**config.mk**
```make
export PLATFORM = sky130hd
export DESIGN_NAME = writeback_arbiter
export DESIGN_NICKNAME = d
export VERILOG_FILES = /design/src/rtl/writeback_arbiter.sv
export SDC_FILE = /design/constraint.sdc
export NUM_CORES = 1
export LEC_CHECK = 0
export ABC_AREA = 1
export BUFFER_PORTS_ARGS = -buffer_cell sky130_fd_sc_hd__buf_2
export CAP_MARGIN = 15
export CELL_PAD_IN_SITES_DETAIL_PLACEMENT = 2
export CELL_PAD_IN_SITES_GLOBAL_PLACEMENT = 2
export CORE_MARGIN = 3
export CORE_UTILIZATION = 28
export DETAILED_ROUTE_END_ITERATION = 8
export PLACE_DENSITY_LB_ADDON = 0.1
export SYNTH_ARGS = -nofsm -noshare
export SYNTH_HDL_FRONTEND = slang
export SYNTH_SLANG_ARGS = --single-unit
```
**constraint.sdc**
```tcl
create_clock -name clk -period 2 [get_ports clk]
set_input_delay 0 -clock clk [delete_from_list [all_inputs] [get_ports clk]]
set_output_delay 0 -clock clk [all_outputs]
set_load 0.05 [all_outputs]
```
**src/rtl/writeback_arbiter.sv**
```systemverilog
// Writeback stage: merges load responses and FIFO-buffered ALU results
// into the register-file write port and reports pending writes to decode.
module writeback_arbiter #(
  parameter int LOG2_NUM_REGISTERS = 5,
  parameter int ALU_FIFO_DEPTH     = 2,
  parameter int CPU_DATA_BITS      = 32
) (
  input  logic                          clk,
  input  logic                          reset,
  input  logic                          alu_valid,
  output logic                          alu_ready,
  input  logic [LOG2_NUM_REGISTERS-1:0] alu_rd,
  input  logic [CPU_DATA_BITS-1:0]      alu_data,
  input  logic                          ld_valid,
  output logic                          ld_ready,
  input  logic [LOG2_NUM_REGISTERS-1:0] ld_rd,
  input  logic [CPU_DATA_BITS-1:0]      ld_data,
  input  logic [2:0]                    ld_funct3,
  input  logic [1:0]                    ld_offset,
  output logic [LOG2_NUM_REGISTERS-1:0] waddr,
  output logic [CPU_DATA_BITS-1:0]      wdata,
  output logic                          write_enable,
  input  logic [LOG2_NUM_REGISTERS-1:0] chk_addr,
  output logic                          chk_pending
);

  localparam int PW = (ALU_FIFO_DEPTH > 1) ? $clog2(ALU_FIFO_DEPTH) : 1;
  localparam int CW = $clog2(ALU_FIFO_DEPTH + 1);
  localparam logic [PW-1:0] LAST = PW'(ALU_FIFO_DEPTH - 1);
  localparam logic [CW-1:0] FULL = CW'(ALU_FIFO_DEPTH);

  logic [LOG2_NUM_REGISTERS-1:0] r_rd   [ALU_FIFO_DEPTH];
  logic [CPU_DATA_BITS-1:0]      r_data [ALU_FIFO_DEPTH];
  logic [ALU_FIFO_DEPTH-1:0]     r_vld;
  logic [PW-1:0]                 r_wptr;
  logic [PW-1:0]                 r_rptr;
  logic [CW-1:0]                 r_count;
  logic [LOG2_NUM_REGISTERS-1:0] r_waddr;
  logic [CPU_DATA_BITS-1:0]      r_wdata;
  logic                          r_we;

  logic                          w_empty;
  logic                          w_full;
  logic                          w_ld_acc;
  logic                          w_alu_acc;
  logic                          w_push;
  logic                          w_pop;
  logic                          w_sel;
  logic [LOG2_NUM_REGISTERS-1:0] w_sel_rd;
  logic [CPU_DATA_BITS-1:0]      w_sel_data;
  logic [7:0]                    w_byte;
  logic [15:0]                   w_half;
  logic [CPU_DATA_BITS-1:0]      w_ld_ext;
  logic                          w_hit;

  assign w_empty   = (r_count == '0);
  assign w_full    = (r_count == FULL);
  assign alu_ready = !reset && !w_full;
  assign ld_ready  = !reset;
  assign w_ld_acc  = ld_valid && ld_ready;
  assign w_alu_acc = alu_valid && alu_ready;
  assign w_pop     = !w_ld_acc && !w_empty;
  // Bypass only when nothing older is queued and no load wins the port
  assign w_push    = w_alu_acc && (w_ld_acc || !w_empty);

  always_comb begin
    w_byte = 8'(ld_data >> {ld_offset, 3'b000});
    w_half = 16'(ld_data >> {ld_offset[1], 4'b0000});
    case (ld_funct3)
      3'b000:  w_ld_ext = {{(CPU_DATA_BITS-8){w_byte[7]}}, w_byte};
      3'b001:  w_ld_ext = {{(CPU_DATA_BITS-16){w_half[15]}}, w_half};
      3'b100:  w_ld_ext = {{(CPU_DATA_BITS-8){1'b0}}, w_byte};
      3'b101:  w_ld_ext = {{(CPU_DATA_BITS-16){1'b0}}, w_half};
      default: w_ld_ext = ld_data;
    endcase
  end

  always_comb begin
    w_sel      = 1'b0;
    w_sel_rd   = r_rd[r_rptr];
    w_sel_data = r_data[r_rptr];
    if (w_ld_acc) begin
      w_sel      = 1'b1;
      w_sel_rd   = ld_rd;
      w_sel_data = w_ld_ext;
    end else if (!w_empty) begin
      w_sel      = 1'b1;
    end else if (w_alu_acc) begin
      w_sel      = 1'b1;
      w_sel_rd   = alu_rd;
      w_sel_data = alu_data;
    end
  end

  always_ff @(posedge clk or posedge reset) begin
    if (reset) begin
      for (int i = 0; i < ALU_FIFO_DEPTH; i++) begin
        r_rd[i]   <= '0;
        r_data[i] <= '0;
      end
      r_vld   <= '0;
      r_wptr  <= '0;
      r_rptr  <= '0;
      r_count <= '0;
      r_waddr <= '0;
      r_wdata <= '0;
      r_we    <= 1'b0;
    end else begin
      if (w_push) begin
        r_rd[r_wptr]   <= alu_rd;
        r_data[r_wptr] <= alu_data;
        r_vld[r_wptr]  <= 1'b1;
        r_wptr <= (r_wptr == LAST) ? '0 : r_wptr + 1'b1;
      end
      if (w_pop) begin
        r_vld[r_rptr] <= 1'b0;
        r_rptr <= (r_rptr == LAST) ? '0 : r_rptr + 1'b1;
      end
      if (w_push && !w_pop) begin
        r_count <= r_count + 1'b1;
      end else if (w_pop && !w_push) begin
        r_count <= r_count - 1'b1;
      end
      if (w_sel) begin
        r_waddr <= w_sel_rd;
        r_wdata <= w_sel_data;
        r_we    <= (w_sel_rd != '0);
      end else begin
        r_we    <= 1'b0;
      end
    end
  end

  always_comb begin
    w_hit = 1'b0;
    for (int i = 0; i < ALU_FIFO_DEPTH; i++) begin
      if (r_vld[i] && (r_rd[i] == chk_addr)) w_hit = 1'b1;
    end
    if (r_we && (r_waddr == chk_addr))   w_hit = 1'b1;
    if (w_alu_acc && (alu_rd == chk_addr)) w_hit = 1'b1;
    if (w_ld_acc && (ld_rd == chk_addr))   w_hit = 1'b1;
  end

  assign chk_pending  = w_hit && (chk_addr != '0);
  assign waddr        = r_waddr;
  assign wdata        = r_wdata;
  assign write_enable = r_we;

endmodule

```
==> metrics.md, run 1 <==
| Metric | Value |
|---|---|
| Syn nets | `~950` |
| Num rows | `55` |
| Placed Area | `0.00752 mm2` |
| Synthesized instance count | `863` |
| Critical path's top delay family | `simple AND/OR/NAND/NOR gates` |
| Dpl ws | `0.206 ns` |
| Setup tns final | `0 ns` |
| H-Tree Level Count | `4` |
| DR vias/cell | `4.85` |
| Vias in the first global route | `7,276` |
| Routed WL | `about 25,000 um` |
| Final count of pins violating max slew | `0` |
| Core Util, Final | `0.378` |
| Design area | `0.00861 mm2` |
| P&R area growth vs syn | `31.9%` |
| Syn_area_per_cell | `7.57 um2` |
| Antenna Cells | `0` |
| # nets final | `1,117` |
| First-pass GRT wire length | `41,400 um` |
| P per Cell Area | `1510 mW/mm2` |
| Most common cell on crit path | `inv_2` |
| Fin Clk Skew | `0.0171 ns` |
| GRT Util Overall | `0.206` |
| Unrepaired setup endpoints after global routing | `false` |
| Setup-failing EPs final | `0` |
| Critical Path RT | `~2.3 ns` |
| Max Cap Viol | `0` |
| Nature of the critical path endpoint | `register` |
| DR WL/cell | `around 19 um` |
| Filler cell count | `2,673` |
| Initial Util | `0.287` |
| Clock tree buffer depth | `2` |
| Number of buffers created by CTS | `17` |
| Max-slew headroom | `0.614` |
| Max Freq | `542 MHz` |
| Ys Warns | `0` |
| Period utilisation layout | `0.922` |
| Critical-path maximum fanout | `19` |
| Critical path data arrival time | `around 2.1 ns` |
| Die width | `roughly 160 um` |
| Largest stage delay on the critical path | `0.40 ns` |
| Final Hold Vio Count | `0` |
| P_leak | `about 4.3 nW` |
| Core Area | `0.0228 mm2` |
| Drt first pass iters | `5` |
| Tot Pwr | `13.0 mW` |
| Crit-path slowest cell | `dfrtp_1` |
| Seq cells post-synth | `118` |
| Clk sinks | `around 120` |
| Die Y | `159 um` |
| Vias | `6,563` |
| VDD IR max | `0.682 mV` |
| Crit-path cells | `inv_2, a21oi_4, and2_4, inv_2, nor2_4, inv_2, or2_4, buf_4, nand2_1, o21ai_0` |
| Worst slew pin tran | `approximately 0.58 ns` |
| IO Port Bufs | `128` |
| Clk slew on worst S/H paths | `around 0.070 ns` |
| Crit start category | `register` |
| CTS Root Cell | `clkbuf_16` |
| Commonest cells after routing, fill and taps aside | `nand2_1, buf_2, dfrtp_1, o21ai_0, inv_1` |
| Largest net degree at the start of global routing | `75` |
| Post-synthesis sequential area ratio | `0.452` |
| Latest clock arrival within the worst-skew pair | `0.43 ns` |
| IO Count | `129` |
| DRC viols | `0` |
| Non-filler cells, final | `1,354` |
| Dpl cells | `approximately 1,300` |
| Routed Antenna Nets | `0` |
| Die footprint | `about 0.025 mm2` |
| Antenna violations before repair | `1` |
| Final WS setup | `between 0.15 and 0.2 ns` |
| Tmin final | `1.84 ns` |
| Most common cell after layout, fill and taps aside | `nand2_1` |
| Total gr overflow | `0` |
| Distinct cells, synth | `34` |
| Min Hold Slack | `0.00731 ns` |
| HP Class | `input pin to register` |
| CTS tree | `done` |
| Post CTS Setup Buffer Count | `0` |
| Buf/Inv on CP | `4` |
| Layout cells sized above 1 | `0.204` |
| Status | `complete, no violations` |
| Post-DP HPWL | `18,000 um` |
| Placer Congestion | `~0.85` |
| Iter 0 DRT Violations | `around 230` |
| Synth Cell Area | `~0.0065 mm2` |
| CP Class | `register to register` |
## report_power, final
group | total [mW] | internal (mW) | switching, mW
Sequential | 4.24 | 3.51 | 0.721
Combinational | 5.59 | 1.76 | 3.82
Clock | 3.20 | 1.91 | 1.29
## cells by family after synthesis
group | share of synthesized area
flops | 0.452
fa+ha+maj | 0.00192
buf+inv | 0.0835
simple gates | 0.225
xor+xnor | 0.0134
compound gates | 0.188
mux | 0.0368
## cell type report
class | instances | area [um2] | share of cell area
tap | 313 | 392 | 0.0455
sequential | 118 | 2950 | 0.343
multi-input combinational | 617 | 3040 | 0.353
inverter | 74 | 285 | 0.0331
timing repair buffer | 200 | 1340 | 0.156
clock buffer | 18 | 439 | 0.0510
clock inverter | 14 | 165 | 0.0192
## synth_stat cells (all sizes together)
master,instances,area share
xor2,8,0.011
and2,1,0.0013
nand4,10,0.0096
or2,4,0.0042
clkinv,1,0.00057
nand2,243,0.14
dfrtp,118,0.45
nor3,10,0.0077
o31ai,2,0.0023
o21ai,138,0.11
a31oi,8,0.0077
nor2,37,0.023
mux2i,24,0.037
clkbuf,23,0.013
xnor2,2,0.0027
o211ai,9,0.010
inv,73,0.042
buf,31,0.028
ha,1,0.0019
a21oi,62,0.049
nand3,51,0.039
o22ai,7,0.0067
## sequential cells by signal (all words and copies together), names as in the netlist
register,count
r_rptr,1
r_wptr,1
wdata,32
r_count,2
write_enable,1
r_data,64
waddr,5
r_vld,2
r_rd,10
## worst reg2reg max path, stage by stage, from the launching register on
cell and delay (ns):
dfrtp_1 0.40, inv_2 0.09, a21oi_4 0.12, and2_4 0.16, inv_2 0.05, nor2_4 0.14
inv_2 0.05, or2_4 0.32, buf_4 0.23, nand2_1 0.08, o21ai_0 0.08
## metal layers
metal,vias up,global-route usage,share of wire
met5,-,0,0.00032
met4,2,0.0485,0.015
met3,26,0.0355,0.027
met2,102,0.358,0.49
li1,3194,-,-
met1,3239,0.268,0.47
## final timing paths
check / startpoint / end / slack, ns / depth (start not counted)
worst max-delay path: r_count[0] / r_data[32] / 0.16 / 10
worst min-delay path: ld_data[12] / wdata[12] / 0.007 / 5
worst max register to register: r_count[0] / r_data[32] / 0.16 / 10
worst min register to register: wdata[22] / wdata[22] / 0.48 / 2
max in group asynchronous: reset / wdata[20] / 1.16 / 4
min in group asynchronous: reset / r_vld[1] / 0.41 / 4
## what timing repair did
action / CTS / global route
hold endpoints to repair: 215 / 0
resized for setup: 0 / 1
hold buffers: 49 / 0
setup endpoints to repair: 0 / 1
No activity file was read; power rests on OpenSTA's default activity.
==> run 2, diff against run 1 <==
PLACE_DENSITY = 0.73   (was default)
PLACE_DENSITY_LB_ADDON = default   (was 0.1)
==> run 2 against run 1 <==
  * Clock skew decreased by 0.0019 ns
  * Critical path type unchanged
  * Die area unchanged
  * Critical path depth did not move
  * Count of clock-buffer cells in the layout is the same
  * Largest power group unchanged
  * Clock power about the same
  * Combinational power grew 3.8%
  * Global-route usage rose by 0.64 points
  * The run now ends with hold timing left
==> metrics.md, run 2 (synthesis gave the netlist of run 1 again) <==
| Metric | Value |
|---|---|
| Status | `complete, but fails checks` |
| Failing checks | `hold timing` |
| Critical path data arrival time | `2.18 ns` |
| Routed Antenna Nets | `0` |
| Post-DP HPWL | `between 15,000 and 20,000 um` |
| Total gr overflow | `0` |
| Switching Share | `0.455` |
| Number of buffers created by CTS | `17` |
| DR vias/cell | `roughly 5.0` |
| Clk sinks | `between 100 and 150` |
| Largest net degree at the start of global routing | `~110` |
| Clk slew on worst S/H paths | `about 0.060 ns` |
| Crit start category | `register` |
| Commonest cells after routing, fill and taps aside | `nand2_1, buf_2, dfrtp_1, o21ai_0, inv_1` |
| Die Y | `around 160 um` |
| Max reg flops | `64` |
| GRT Util Overall | `0.212` |
| Final Hold Vio Count | `118` |
| Min Hold Slack | `-0.499 ns` |
| Most common cell after layout, fill and taps aside | `nand2_1` |
| Vias in the first global route | `7,483` |
| Multi-input combinational cell area | `0.00304 mm2` |
| Layout cells sized above 1 | `0.202` |
| Nature of the critical path endpoint | `register` |
| Hold_buf cts | `between 50 and 60` |
| Logic pwr share | `0.436` |
| Unrepaired setup endpoints after global routing | `false` |
| Sw Pwr | `6.04 mW` |
| Clock tree buffer depth | `2` |
| Initial Util | `0.287` |
| Die footprint | `0.0252 mm2` |
| Fin Clk Skew | `0.0152 ns` |
| Clock power frac | `0.239` |
| Storage cell area | `0.00295 mm2` |
| Final WS setup | `0.147 ns` |
| CTS Root Cell | `clkbuf_16` |
| DRC viols | `0` |
| Worst slew pin tran | `0.658 ns` |
| Placer Congestion | `between 0.8 and 0.9` |
| P per Cell Area | `1510 mW/mm2` |
| Max Cap Viol | `0` |
| First-pass GRT wire length | `42,600 um` |
| HP Class | `input pin to async pin` |
| Antenna Cells | `0` |
| Num rows | `55` |
| P_leak | `4.37 nW` |
| Routed WL | `approximately 27,000 um` |
| Latest clock arrival within the worst-skew pair | `0.44 ns` |
| H-Tree Level Count | `4` |
| Vias | `6,873` |
| Crit-path slowest cell | `dfrtp_1` |
| Critical Path RT | `2.32 ns` |
| # nets final | `1,126` |
| Drt first pass iters | `5` |
| DR WL/cell | `roughly 20 um` |
| VDD IR max | `roughly 0.68 mV` |
| Setup tns final | `0 ns` |
| Dpl ws | `0.128 ns` |
| Total internal power | `7.25 mW` |
| Largest reg by FF count | `r_data` |
| Crit-path cells | `inv_2, a21oi_4, and2_4, inv_2, nor2_4, inv_2, or2_4, buf_12, nand2_1, o21ai_2` |
| Tmin final | `between 1.5 and 2 ns` |
| Tot Pwr | `between 10 and 15 mW` |
| IO Port Bufs | `128` |
| Most common cell on crit path | `inv_2` |
| Core Area | `0.0228 mm2` |
| Max-slew headroom | `0.561` |
| P&R area growth vs syn | `34.7%` |
| Setup-failing EPs final | `0` |
| Antenna violations before repair | `0` |
| Design area | `0.00880 mm2` |
| Max Freq | `540 MHz` |
| Iter 0 DRT Violations | `between 400 and 500` |
| Period utilisation layout | `0.927` |
| CP Class | `register to register` |
| IO Count | `about 130` |
| Placed Area | `around 0.0076 mm2` |
| Critical-path maximum fanout | `26` |
| Filler cell count | `2,637` |
| Reg power frac | `0.325` |
| Die width | `between 150 and 200 um` |
| Final count of pins violating max slew | `0` |
| Largest stage delay on the critical path | `0.40 ns` |
| CTS tree | `done` |
==> run 2: changes by cell type in the layout (fill, tap and decap cells not counted), sizes merged <==
cell / delta
dlygate4sd3: +8
clkinvlp: +2
clkbuf: +2
clkinv: -1
inv: -1
buf: -1
==> run 2: final cells by class <==
type	instances	share of cell area
multi-input combinational	617	0.345
tap	313	0.0445
clock inverter	14	0.0189
sequential	118	0.336
timing repair buffer	209	0.174
clock buffer	18	0.0488
inverter	74	0.0327
==> run 2: routing by layer <==
layer / wire length [um] / global-route usage
met1: 12500 / 0.287
met3: 956 / 0.0344
met2: 12900 / 0.361
met5: 0 / 0
met4: 321 / 0.0430
==> run 2: repair_timing <==
| action | 4_1_cts | 5_1_grt |
|---|---|---|
| setup buffers | 0 | 0 |
| endpoints found under the hold margin | 217 | 118 |
| resized for setup | 0 | 4 |
| endpoints found under the setup margin | 0 | 1 |
==> run 2: stage by stage <==
step,utilization,instances,hold WS (ns)
2_1_floorplan,-,863,0.0147
3_3_place_gp,0.332,1272,-0.0597
3_5_place_dp,0.332,1272,-0.0533
4_1_cts,0.384,1361,-0.512
5_1_grt,0.386,1363,-0.508
6_report,0.386,1363,-0.499
==> run 2: path summary, 6_finish.rpt <==
| path | slack, ns | depth (start not counted) | startpoint | to |
|---|---|---|---|---|
| hold reg to reg | 0.48 | 2 | wdata[2] | wdata[2] |
| hold / removal | -0.50 | 2 | reset | r_rd[2] |
| setup / recovery | 0.15 | 10 | r_count[0] | r_data[47] |
| max in group asynchronous | 1.63 | 3 | reset | r_rptr |
| min in group clk | 0.01 | 5 | ld_rd[0] | waddr[0] |
| setup reg to reg | 0.15 | 10 | r_count[0] | r_data[47] |
==> run 2: critical path, delay by kind of cell, from the launching register on <==
| family | cells | cell delay [ns] |
|---|---|---|
| AOI/OAI and AO/OA | 2 | 0.18 |
| buffers and inverters | 4 | 0.40 |
| DFF | 1 | 0.40 |
| and+or+nand+nor | 4 | 0.75 |
==> run 2: power by group through the flow <==
stage	Combinational (mW)	Clock [mW]	Sequential, mW
CTS	5.80	3.22	4.31
global route	6.46	3.33	4.49
finish	5.80	3.17	4.32
detailed placement	5.68	0	4.32
floorplan	2.78	0	5.37
global placement	5.50	0	4.28
==> run 3, diff against run 2 <==
CELL_PAD_IN_SITES_DETAIL_PLACEMENT = default   (was 2)
CELL_PAD_IN_SITES_GLOBAL_PLACEMENT = default   (was 2)
CORE_ASPECT_RATIO = 1.4   (was default)
CORE_UTILIZATION = 50   (was 28)
PLACE_DENSITY = 0.74   (was 0.73)
==> run 3 against run 2 <==
  * The flow now finishes without violations
  * Power decreased by 5.0%
  * Setup slack better by 0.061 ns
  * Critical path depth decreased by 1
  * Sequential power down 2%
  * Worst hold slack gained 0.50 ns
  * Global-route usage grew 7.5 points
  * Die area fell by 42%
  * Clock skew down 0.0051 ns
  * Highest routed layer is now met5
==> metrics.md, run 3 (synthesis gave the netlist of run 1 again) <==
| Metric | Value |
|---|---|
| Status | `complete, no violations` |
| GRT Util Overall | `0.287` |
| Routed WL | `20,000 um` |
| DRT met1 WL | `7890 um` |
| IO Count | `129` |
| DR vias/cell | `5.66` |
| Drt first pass iters | `5` |
| P per Cell Area | `around 1500 mW/mm2` |
| Max Cap Viol | `0` |
| Clk sinks | `118` |
| P_leak | `around 4.2 nW` |
| Tot Pwr | `12.6 mW` |
| Core Area | `0.0126 mm2` |
| CP Class | `register to register` |
| Vias in the first global route | `6,611` |
| Commonest cells after routing, fill and taps aside | `nand2_1, buf_2, dfrtp_1, o21ai_0, inv_1` |
| Max Used Layer | `met5` |
| Met2 WL | `10,100 um` |
| Critical Path RT | `2.27 ns` |
| Nature of the critical path endpoint | `register` |
| Tmin final | `1.79 ns` |
| H-Tree Level Count | `4` |
| Max reg flops | `64` |
| DRC viols | `0` |
| Period utilisation layout | `0.896` |
| Post-DP HPWL | `between 10,000 and 15,000 um` |
| IO Port Bufs | `128` |
| Setup tns final | `0 ns` |
| Clk slew on worst S/H paths | `0.05 ns` |
| Largest net degree at the start of global routing | `120` |
| Routed Antenna Nets | `0` |
| Die Y | `141 um` |
| Crit start category | `register` |
| P&R area growth vs syn | `27.0%` |
| Total gr overflow | `0` |
| Clock tree buffer depth | `2` |
| Worst slew pin tran | `0.691 ns` |
| Vias | `about 6,700` |
| Iter 0 DRT Violations | `447` |
| Final count of pins violating max slew | `0` |
| # nets final | `1,108` |
| HP Class | `input pin to register` |
| Antenna Cells | `0` |
| Filler cell count | `1,078` |
| DR WL/cell | `between 15 and 20 um` |
| Post CTS Setup Buffer Count | `0` |
| Critical-path maximum fanout | `38` |
| Latest clock arrival within the worst-skew pair | `slightly above 0.4 ns` |
| Die footprint | `approximately 0.014 mm2` |
| Fin Clk Skew | `0.0101 ns` |
| DR WL met3 | `roughly 1500 um` |
| Critical path data arrival time | `2.06 ns` |
| Layout cells sized above 1 | `0.196` |
| VDD IR max | `0.886 mV` |
| CTS tree | `done` |
| Largest reg by FF count | `r_data` |
| Antenna violations before repair | `1` |
| Unrepaired setup endpoints after global routing | `false` |
| Max Freq | `558 MHz` |
| Die width | `103 um` |
| Placer Congestion | `~0.96` |
| Setup-failing EPs final | `0` |
| CTS Root Cell | `clkbuf_16` |
| First-pass GRT wire length | `32,500 um` |
| Max-slew headroom | `0.539` |
| Final Hold Vio Count | `0` |
| Most common cell after layout, fill and taps aside | `nand2_1` |
| Initial Util | `0.520` |
| Num rows | `48` |
| Number of buffers created by CTS | `17` |
[run 3: cell types whose count changed in the layout (fill, tap and decap cells not counted), sizes merged]
cell         delta
clkinvlp        -2
clkinv          +2
bufinv          +1
inv             -5
dlygate4sd3    -11
buf             -6
or2             +1
[run 3: critical path: stages, from the launching register on]
cell     delay (ns)
dfrtp_1        0.40
inv_2          0.08
a21oi_4        0.13
and2_4         0.16
inv_2          0.04
nor2_4         0.12
inv_2          0.07
or2_4          0.44
nand2_1        0.11
o21ai_0        0.08
[run 3: power breakdown]
| group | internal (mW) | switching, mW | total [mW] | leakage, nW |
|---|---|---|---|---|
| Combinational | 1.70 | 3.68 | 5.38 | 2.50 |
| Clock | 1.97 | 1.07 | 3.03 | 0.285 |
| Sequential | 3.52 | 0.703 | 4.22 | 1.47 |
[run 3: area by class of cell]
cell class / count / area [um2] / share of cell area
Clock buffer: 20 / 447 / 0.0538
Clock inverter: 10 / 131 / 0.0158
Multi-Input combinational cell: 618 / 3050 / 0.367
Inverter: 74 / 285 / 0.0344
Timing Repair Buffer: 190 / 1250 / 0.150
Sequential cell: 118 / 2950 / 0.356
Tap cell: 150 / 188 / 0.0226
[run 3: what timing repair did]
item,in CTS,in global routing
hold buffers,46,0
endpoints found under the hold margin,217,0
setup endpoints to repair,4,0
gates resized for setup,1,0
[run 3: routing by layer]
| layer | vias to the layer above | track usage |
|---|---|---|
| met4 | 2 | 0.125 |
| met2 | 327 | 0.479 |
| met1 | 3125 | 0.354 |
| li1 | 3168 | - |
| met3 | 58 | 0.0604 |
| met5 | - | 0 |
[run 3: path summary, 6_finish.rpt]
| path | cells past startpoint | slack (ns) | end | from |
|---|---|---|---|---|
| worst max-delay path | 9 | 0.21 | r_data[32] | r_count[0] |
| worst min-delay path | 5 | 0.003 | wdata[14] | ld_data[14] |
| worst max register to register | 9 | 0.21 | r_data[32] | r_count[0] |
| worst min register to register | 2 | 0.47 | wdata[11] | wdata[11] |
| max in group asynchronous | 4 | 1.12 | r_data[33] | reset |
| min in group asynchronous | 4 | 0.31 | r_rd[7] | reset |
[run 3: metrics by stage]
step / cells / setup slack (ns) / area (um2) / utilization / hold slack (ns)
after floorplan: 863 / 0.0979 / 6540 / - / 0.0147
after global placement: 1103 / 0.120 / 7250 / 0.578 / 0.275
after detailed placement: 1103 / 0.0225 / 7250 / 0.578 / 0.277
after CTS: 1180 / 0.218 / 8300 / 0.661 / 0.00213
after global routing: 1180 / 0.0486 / 8300 / 0.661 / 0.0245
final: 1180 / 0.208 / 8300 / 0.661 / 0.00314
